===== config.mk =====
export PLATFORM = sky130hd
export DESIGN_NAME = uart_rx_fifo
export DESIGN_NICKNAME = d
export VERILOG_FILES = /design/src/rtl/uart_rx_fifo.sv
export SDC_FILE = /design/constraint.sdc
export NUM_CORES = 1
export LEC_CHECK = 0
export CAP_MARGIN = 20
export CELL_PAD_IN_SITES_DETAIL_PLACEMENT = 1
export CELL_PAD_IN_SITES_GLOBAL_PLACEMENT = 1
export CORE_MARGIN = 1.5
export CORE_UTILIZATION = 28
export CTS_BUF_LIST = sky130_fd_sc_hd__clkbuf_2
export DETAILED_ROUTE_END_ITERATION = 8
export GPL_ROUTABILITY_DRIVEN = 0
export PLACE_DENSITY = 0.62
export SLEW_MARGIN = 20
export SYNTH_ARGS = -nofsm -noshare
export SYNTH_HDL_FRONTEND = slang
export SYNTH_SLANG_ARGS = --single-unit
export TNS_END_PERCENT = 20

===== constraint.sdc =====
create_clock -name clk -period 2.4 [get_ports clk]
set_input_delay 0.24 -clock clk [delete_from_list [all_inputs] [get_ports clk]]
set_output_delay 0.24 -clock clk [all_outputs]
set_load 0.1 [all_outputs]

===== src/rtl/uart_rx_fifo.sv =====
// UART 8N1 receiver with a first-word fall-through byte FIFO, sticky
// framing/overrun flags and an RTS flow-control output for the peer's CTS.
module uart_rx_fifo #(
  parameter int BAUD_DIV   = 217,
  parameter int FIFO_DEPTH = 8,
  parameter int RTS_MARGIN = 2
) (
  input  logic                            clk,
  input  logic                            rst,
  input  logic                            UART_RX,
  output logic                            UART_RTS,
  output logic [7:0]                      rx_data,
  output logic                            rx_valid,
  input  logic                            rx_ready,
  output logic [$clog2(FIFO_DEPTH+1)-1:0] rx_count,
  output logic                            frame_err,
  output logic                            overrun_err,
  input  logic                            err_clr
);

  localparam int CW = $clog2(BAUD_DIV);
  localparam int AW = $clog2(FIFO_DEPTH);
  localparam int NW = $clog2(FIFO_DEPTH + 1);
  localparam logic [CW-1:0] HALF_M1 = CW'(BAUD_DIV / 2 - 1);
  localparam logic [CW-1:0] BIT_END = CW'(BAUD_DIV - 1);
  localparam logic [NW-1:0] DEPTH_N = NW'(FIFO_DEPTH);
  localparam logic [NW-1:0] RTS_LVL = NW'(FIFO_DEPTH - RTS_MARGIN);

  typedef enum logic [2:0] {
    WAIT_IDLE = 3'd0,
    IDLE      = 3'd1,
    START     = 3'd2,
    DATA      = 3'd3,
    STOP      = 3'd4
  } rx_state_t;

  rx_state_t       state, state_n;
  logic [1:0]      sync_q;
  logic            rx_s;
  logic [CW-1:0]   cnt, cnt_n;
  logic [2:0]      idx, idx_n;
  logic [7:0]      sh, sh_n;
  logic            push, ferr_set;

  logic [7:0]      mem [FIFO_DEPTH];
  logic [AW-1:0]   rptr, wptr;
  logic [NW-1:0]   count, count_n;
  logic            full, do_push, do_pop, ovr_set;

  // Two-flop synchroniser for the asynchronous serial line; idles high.
  always_ff @(posedge clk or posedge rst) begin
    if (rst) sync_q <= 2'b11;
    else     sync_q <= {sync_q[0], UART_RX};
  end
  assign rx_s = sync_q[1];

  // Receiver state, bit timer, bit index and shift register.
  always_ff @(posedge clk or posedge rst) begin
    if (rst) begin
      state <= WAIT_IDLE;
      cnt   <= '0;
      idx   <= '0;
      sh    <= '0;
    end else begin
      state <= state_n;
      cnt   <= cnt_n;
      idx   <= idx_n;
      sh    <= sh_n;
    end
  end

  // Frame decoding: start is re-checked at half a bit, data and stop are
  // sampled one full bit period apart from there.
  always_comb begin
    state_n  = state;
    cnt_n    = cnt + CW'(1);
    idx_n    = idx;
    sh_n     = sh;
    push     = 1'b0;
    ferr_set = 1'b0;
    case (state)
      WAIT_IDLE: begin
        cnt_n = '0;
        if (rx_s) state_n = IDLE;
      end
      IDLE: begin
        cnt_n = '0;
        if (!rx_s) state_n = START;
      end
      START: begin
        if (cnt == HALF_M1) begin
          cnt_n = '0;
          if (rx_s) begin
            state_n = IDLE;
          end else begin
            idx_n   = '0;
            state_n = DATA;
          end
        end
      end
      DATA: begin
        if (cnt == BIT_END) begin
          cnt_n = '0;
          sh_n  = {rx_s, sh[7:1]};
          idx_n = idx + 3'd1;
          if (idx == 3'd7) state_n = STOP;
        end
      end
      STOP: begin
        if (cnt == BIT_END) begin
          cnt_n = '0;
          if (rx_s) begin
            push    = 1'b1;
            state_n = IDLE;
          end else begin
            ferr_set = 1'b1;
            state_n  = WAIT_IDLE;
          end
        end
      end
      default: begin
        cnt_n   = '0;
        state_n = WAIT_IDLE;
      end
    endcase
  end

  // Consumer handshake: rx_valid means rx_data holds the oldest byte; a byte
  // is taken on any clock edge where rx_valid && rx_ready. rx_valid never
  // depends on rx_ready, and rx_data only changes after a pop or a push into
  // an empty FIFO.
  assign full     = (count == DEPTH_N);
  assign rx_valid = (count != '0);
  assign do_pop   = rx_valid && rx_ready;
  assign do_push  = push && (!full || do_pop);
  assign ovr_set  = push && full && !do_pop;
  assign rx_data  = rx_valid ? mem[rptr] : 8'h00;
  assign rx_count = count;

  // Occupancy after this cycle's push/pop.
  always_comb begin
    count_n = count;
    case ({do_push, do_pop})
      2'b10:   count_n = count + NW'(1);
      2'b01:   count_n = count - NW'(1);
      default: count_n = count;
    endcase
  end

  // FIFO storage; contents need no reset because empty forces rx_data to 0.
  always_ff @(posedge clk) begin
    if (do_push) mem[wptr] <= sh;
  end

  // Pointers, occupancy and registered RTS threshold.
  always_ff @(posedge clk or posedge rst) begin
    if (rst) begin
      rptr     <= '0;
      wptr     <= '0;
      count    <= '0;
      UART_RTS <= 1'b0;
    end else begin
      if (do_push) wptr <= wptr + AW'(1);
      if (do_pop)  rptr <= rptr + AW'(1);
      count    <= count_n;
      UART_RTS <= (count_n >= RTS_LVL);
    end
  end

  // Sticky error flags; a new error event beats a simultaneous clear.
  always_ff @(posedge clk or posedge rst) begin
    if (rst) begin
      frame_err   <= 1'b0;
      overrun_err <= 1'b0;
    end else begin
      if (ferr_set)     frame_err <= 1'b1;
      else if (err_clr) frame_err <= 1'b0;
      if (ovr_set)      overrun_err <= 1'b1;
      else if (err_clr) overrun_err <= 1'b0;
    end
  end

endmodule


; ---- Word-level counts from Yosys, hierarchy flattened
; Memories as Yosys holds them, arrays and structs flattened.
; Cells that the tools add are included.
[classes]
add_sub_neg = 6
multipliers = 0
div_mod_pow = 0
n_lt_le_gt_ge = 1
n_eq_ne = 17
shift = 0
muxes = 29
bitwise_logic = 0
reduce_logical = 16
[op_table]
columns = op, count
row1 = $mux W3, 9
row2 = $mux W8, 3
row3 = $pmux W8 S2, 1
row4 = $pmux W3 S5, 1
row5 = $ne A2 B2 Y1 const B, 7
row6 = $mux W1, 12
row7 = $add A3 B1 Y3 const B, 3
row8 = $add A8 B1 Y8 const B, 1
row9 = $eq A8 B7 Y1 const B, 1
row10 = $eq A8 B8 Y1 const B, 1
row11 = $pmux W4 S2, 1
row12 = $eq A3 B2 Y1 const B, 2
row13 = $eq A3 B3 Y1 const B, 2
row14 = $pmux W3 S2, 1
row15 = $reduce_and A6 Y1, 1
row16 = $reduce_bool A2 Y1, 3
row17 = $add A4 B1 Y4 const B, 1
row18 = $eq A4 B4 Y1 const B, 1
row19 = $ge A4 B3 Y1 const B, 1
row20 = $logic_and A1 B1 Y1, 4
row21 = $reduce_and A4 Y1, 1
row22 = $reduce_bool A4 Y1, 1
row23 = $sub A4 B1 Y4 const B, 1
row24 = $eq A3 B1 Y1 const B, 1
row25 = 8 further kinds, 9
[word_totals]
register_bits = 37
latchBits = 0
ramBits = 64
romBits = 0
input_bits = 5
out_inout_bits = 16
elab_cells = 81
n_memories = 1
[mem_list]
columns = name, depth, width, rd, rd_clocked_by_memory_dff, wr, line_no
row1 = mem, 8, 8, 1, 0, 1, 45  ; logic [7:0] mem [FIFO_DEPTH];

; ---- Longest topological paths before layout
[depth]
word_depth = 7
depth_mapped = 12
mapped_depth_nobuf = 12

; ---- Worst setup path before layout
; Ideal clock, no wire load.
[synth_path]
kind = register -> output
startpoint = register count[1] (netlist: rx_count[1])
endpoint = output rx_data[0]
arrival_time_ps = 2897
required_time_ps = 2160
slack_ps = -737
stages_incl_launch_ff = 5
path_buffers = 2
cell_sequence = dfrtp_1 -> clkbuf_1 -> nor4_1 -> clkbuf_1 -> nor2_1
[synth_between]
elab_chain_len = 2
[synth_lines]
columns = element, line_no
row1 = from (decl), 47  ; logic [NW-1:0] count, count_n;
row2 = from (signal assigned), 165  ; count <= count_n;
row3 = $reduce_bool A4 Y1, 133  ; assign rx_valid = (count != '0);
row4 = $mux W8, 137  ; assign rx_data = rx_valid ? mem[rptr] : 8'h00;
row5 = to (decl), 12  ; output logic [7:0] rx_data,
; Every way passes these cells.

; ---- Worst setup path after layout
[layout_path]
startpoint = register rptr[0]
endpoint = output rx_data[2]
[layout_between]
elab_chain_len = 2
[layout_lines]
columns = element, line_no
row1 = from (decl), 46  ; logic [AW-1:0] rptr, wptr;
row2 = from (signal assigned), 164  ; if (do_pop) rptr <= rptr + AW'(1);
row3 = $mem_v2 Z8 W8, n/a
row4 = $mux W8, 137
; Every way passes these cells.

==> flow_summary.yaml <==
synth:
  synth-edff-count: 64
  synth_xor_xnor_area_share: 0.0221
  yosysWarnings: 0
  synthFlopType: "edfxtp_1"
  synth_compound_area_frac: 0.0436
  synthMuxAreaShare: 0.130
  avgSynthCellArea_um2: 15.1
  yosysUniqueCellTypes: 50
  async_flop_share: 0.366
  ys_ff_latch: 101
  synth_nets: 301
  synth_top_family_by_area: "multiplexers"
  yosys.area_share.simple: 0.102
  synth.yosys.seq_area_share: 0.653
  syn_area_um2: 4360
  synthCells: 289
  synthAdderAreaFrac: 0.0201
critical_path:
  reg2reg_to: "UART_RTS$_DFF_PP0_"
  critPathRequiredTime_ns: 2.16
  cp_cell_sequence: "buf_12 > mux4_2 > mux2i_2 > nor2_2 > buf_12"
  path_class: "reg2out"
  max_stage_delay_ns: 0.52
  cp_common_cell: "buf_12"
  ff2ff_setup_slack_ns: -0.03
  path_max_fanout: 8
  crit_slowest_cell: "mux4_2"
  cp.arrival_ns: 2.21
  startpoint_type: "register"
  end_kind: "output port"
  r2r_cells: 9
  reg2reg_from: "sync_q[1]$_DFF_PP1_"
power:
  p_per_area_nw_per_um2: 1170
  leakage_nw: 2.09
  vdd_drop_max_uv: 579
  fin_total_pwr_mw: 6.24
routing:
  wl_per_cell_um: 16.8
  drt_iter0_drc: 129
  dr_wl_met3_um: 236
  dr_wl_met2_um: 4650
  drtPass1Iterations: 4
  wl_met1_um: 4040
  vias: 2567
  drc_errors: 0
  vias_per_cell: 4.74
  ant_nets: 0
  dr.max_layer_used: "met4"
  wirelength_um: 9100
timing:
  min_period_ns: 2.45
  grt_setup_unrepaired: "yes"
  max-slew-margin-rel: 0.566
  fin_tns_setup_ns: -0.246
  timing_hold_violations_final: 0
  hold-worst-slack_ns: 0.234
  worst_slack_ns: -0.0514
  worstMarginPinSlew_ns: 0.651
  finalCritPeriodShare: 1.02
  slew_viol_final: 0
  fin_skew_ns: 0.0272
  setup_viol: 9
  fmax_ghz: 0.408
final_layout:
  final_nets: 360
  drive_gt1_frac: 0.351
  mostFrequentLayoutCells: "edfxtp_1, buf_4, dfrtp_1"
  area_growth_pct: 22.3
  seqCellArea_um2: 2860
  fin_area_um2: 5330
  multi_input_area_um2: 1460
  diodes: 0
  fillers: 1611
  final_common_cell: "edfxtp_1"
die:
  die_w_um: 128
  dieArea_um2: 16300
  dieHeight_um: 128
  initial_utilization: 0.287
  ios: 21
  core_area_um2: 15200
  row_count: 45
min_path:
  hold_start: "err_clr"
  hold_path_class: "in2reg"
  holdPathEnd: "overrun_err$_DFFE_PP0P_"
  hold_path_depth: 2
global_routing:
  grt_pass1_wl_um: 15100
  grt_pass1_vias: 2838
  antenna_found_initial: 0
  track_usage: 0.123
  grt_max_degree: 38
  grt_overflow: 0
outcome:
  status: "finished with violations"
  violations: "negative setup slack"
run:
  cap_violations: 0
clock_network:
  cts_made_buffers: 9
  htreeDepth: 3
  insertion_delay_ns: 0.59
  cts_tree: "built"
  cts.sinks: 101
  clkTransAtPathRegs_ns: 0.25
  clk_path_buf_depth: 2
  root_buffer: "clkbuf_2"
placed_design:
  placed_area_um2: 5110
  hpwlAfterDp_um: 6240
  portBuffers: 20
  place_ws_ns: -0.0556
-- cells by family (layout without fill, tap and decap cells) --
logic type,after synthesis,in the layout
xor gates and xnor gates,11,11
DFF,101,101
adders and majority gates,7,7
AOI/OAI and AO/OA,26,26
buffers and inverters,25,89
and+or+nand+nor,85,85
muxes,34,34
-- per-layer routing --
layer | track usage | up-vias
met2 | 0.213 | 26
met3 | 0.0317 | 11
li1 | - | 1202
met4 | 0.0456 | 0
met1 | 0.147 | 1328
met5 | 0 | -
-- state kept, by name, summed over array words and instances (netlist names) --
signal       flops
overrun_err      1
rptr             3
mem             64
sync_q           2
rx_count         4
state            3
sh               8
cnt              8
frame_err        1
idx              3
UART_RTS         1
wptr             3
-- cell usage after synthesis, drive strengths merged (7+ instances only) --
master  number  area (um2)
buf          7        56.3
dfrtp       35         876
edfxtp      64        1920
ha           7        87.6
inv         13        48.8
mux2         9         116
mux2i        9        90.1
mux4        16         360
nand2       14        52.6
nor2        29         109
nor3         7        35.0
-- critical path: cells and delay by family (launching register included) --
| kind | cells | cell delay (ns) |
|---|---|---|
| buffers and inverters | 2 | 0.33 |
| flip-flops | 1 | 0.51 |
| AND/OR/NAND/NOR | 1 | 0.07 |
| multiplexers | 2 | 0.73 |
-- stage by stage --
step	instances	util
2_1_floorplan	289	-
3_3_place_gp	517	0.336
3_5_place_dp	517	0.336
4_1_cts	538	0.348
5_1_grt	541	0.351
6_report	541	0.351
-- worst max-delay path by stage --
stage                           to  cells after the start  slack (ns)             startpoint
2_1_floorplan  mem[2][0]$_DFFE_PP_                      5       -0.13  rx_count[1]$_DFF_PP0_
3_3_place_gp    UART_RTS$_DFF_PP0_                     10       0.006               rx_ready
3_5_place_dp    UART_RTS$_DFF_PP0_                     12       -0.06       cnt[0]$_DFF_PP0_
4_1_cts                 rx_data[2]                      5       -0.16    rptr[0]$_DFFE_PP0N_
5_1_grt                 rx_data[2]                      5       -0.22    rptr[0]$_DFFE_PP0N_
6_report                rx_data[2]                      5       -0.05    rptr[0]$_DFFE_PP0N_
-- report_power, final --
part / internal (mW) / leakage [nW] / switching, mW / total [mW]
clock network: 0.248 / 0.0756 / 0.583 / 0.831
registers: 1.97 / 1.05 / 0.227 / 2.19
logic: 1.32 / 0.964 / 1.89 / 3.21
total: 3.54 / 2.09 / 2.70 / 6.24
-- repair_timing --
item	4_1_cts	5_1_grt
gates resized for setup	3	3
pin swaps	2	0
setup endpoints to repair	10	11
hold endpoints to repair	5	0
gates cloned	0	1
setup buffers	3	2
hold buffers	2	0
-- layout make-up --
class / count / area share
tap: 188 / 0.0441
sequential: 101 / 0.536
multi-input combinational: 163 / 0.273
timing repair buffer: 60 / 0.115
clock buffer: 9 / 0.00844
inverter: 13 / 0.00985
clock inverter: 7 / 0.0136
Note: power is estimated with default switching activity, not from simulation.
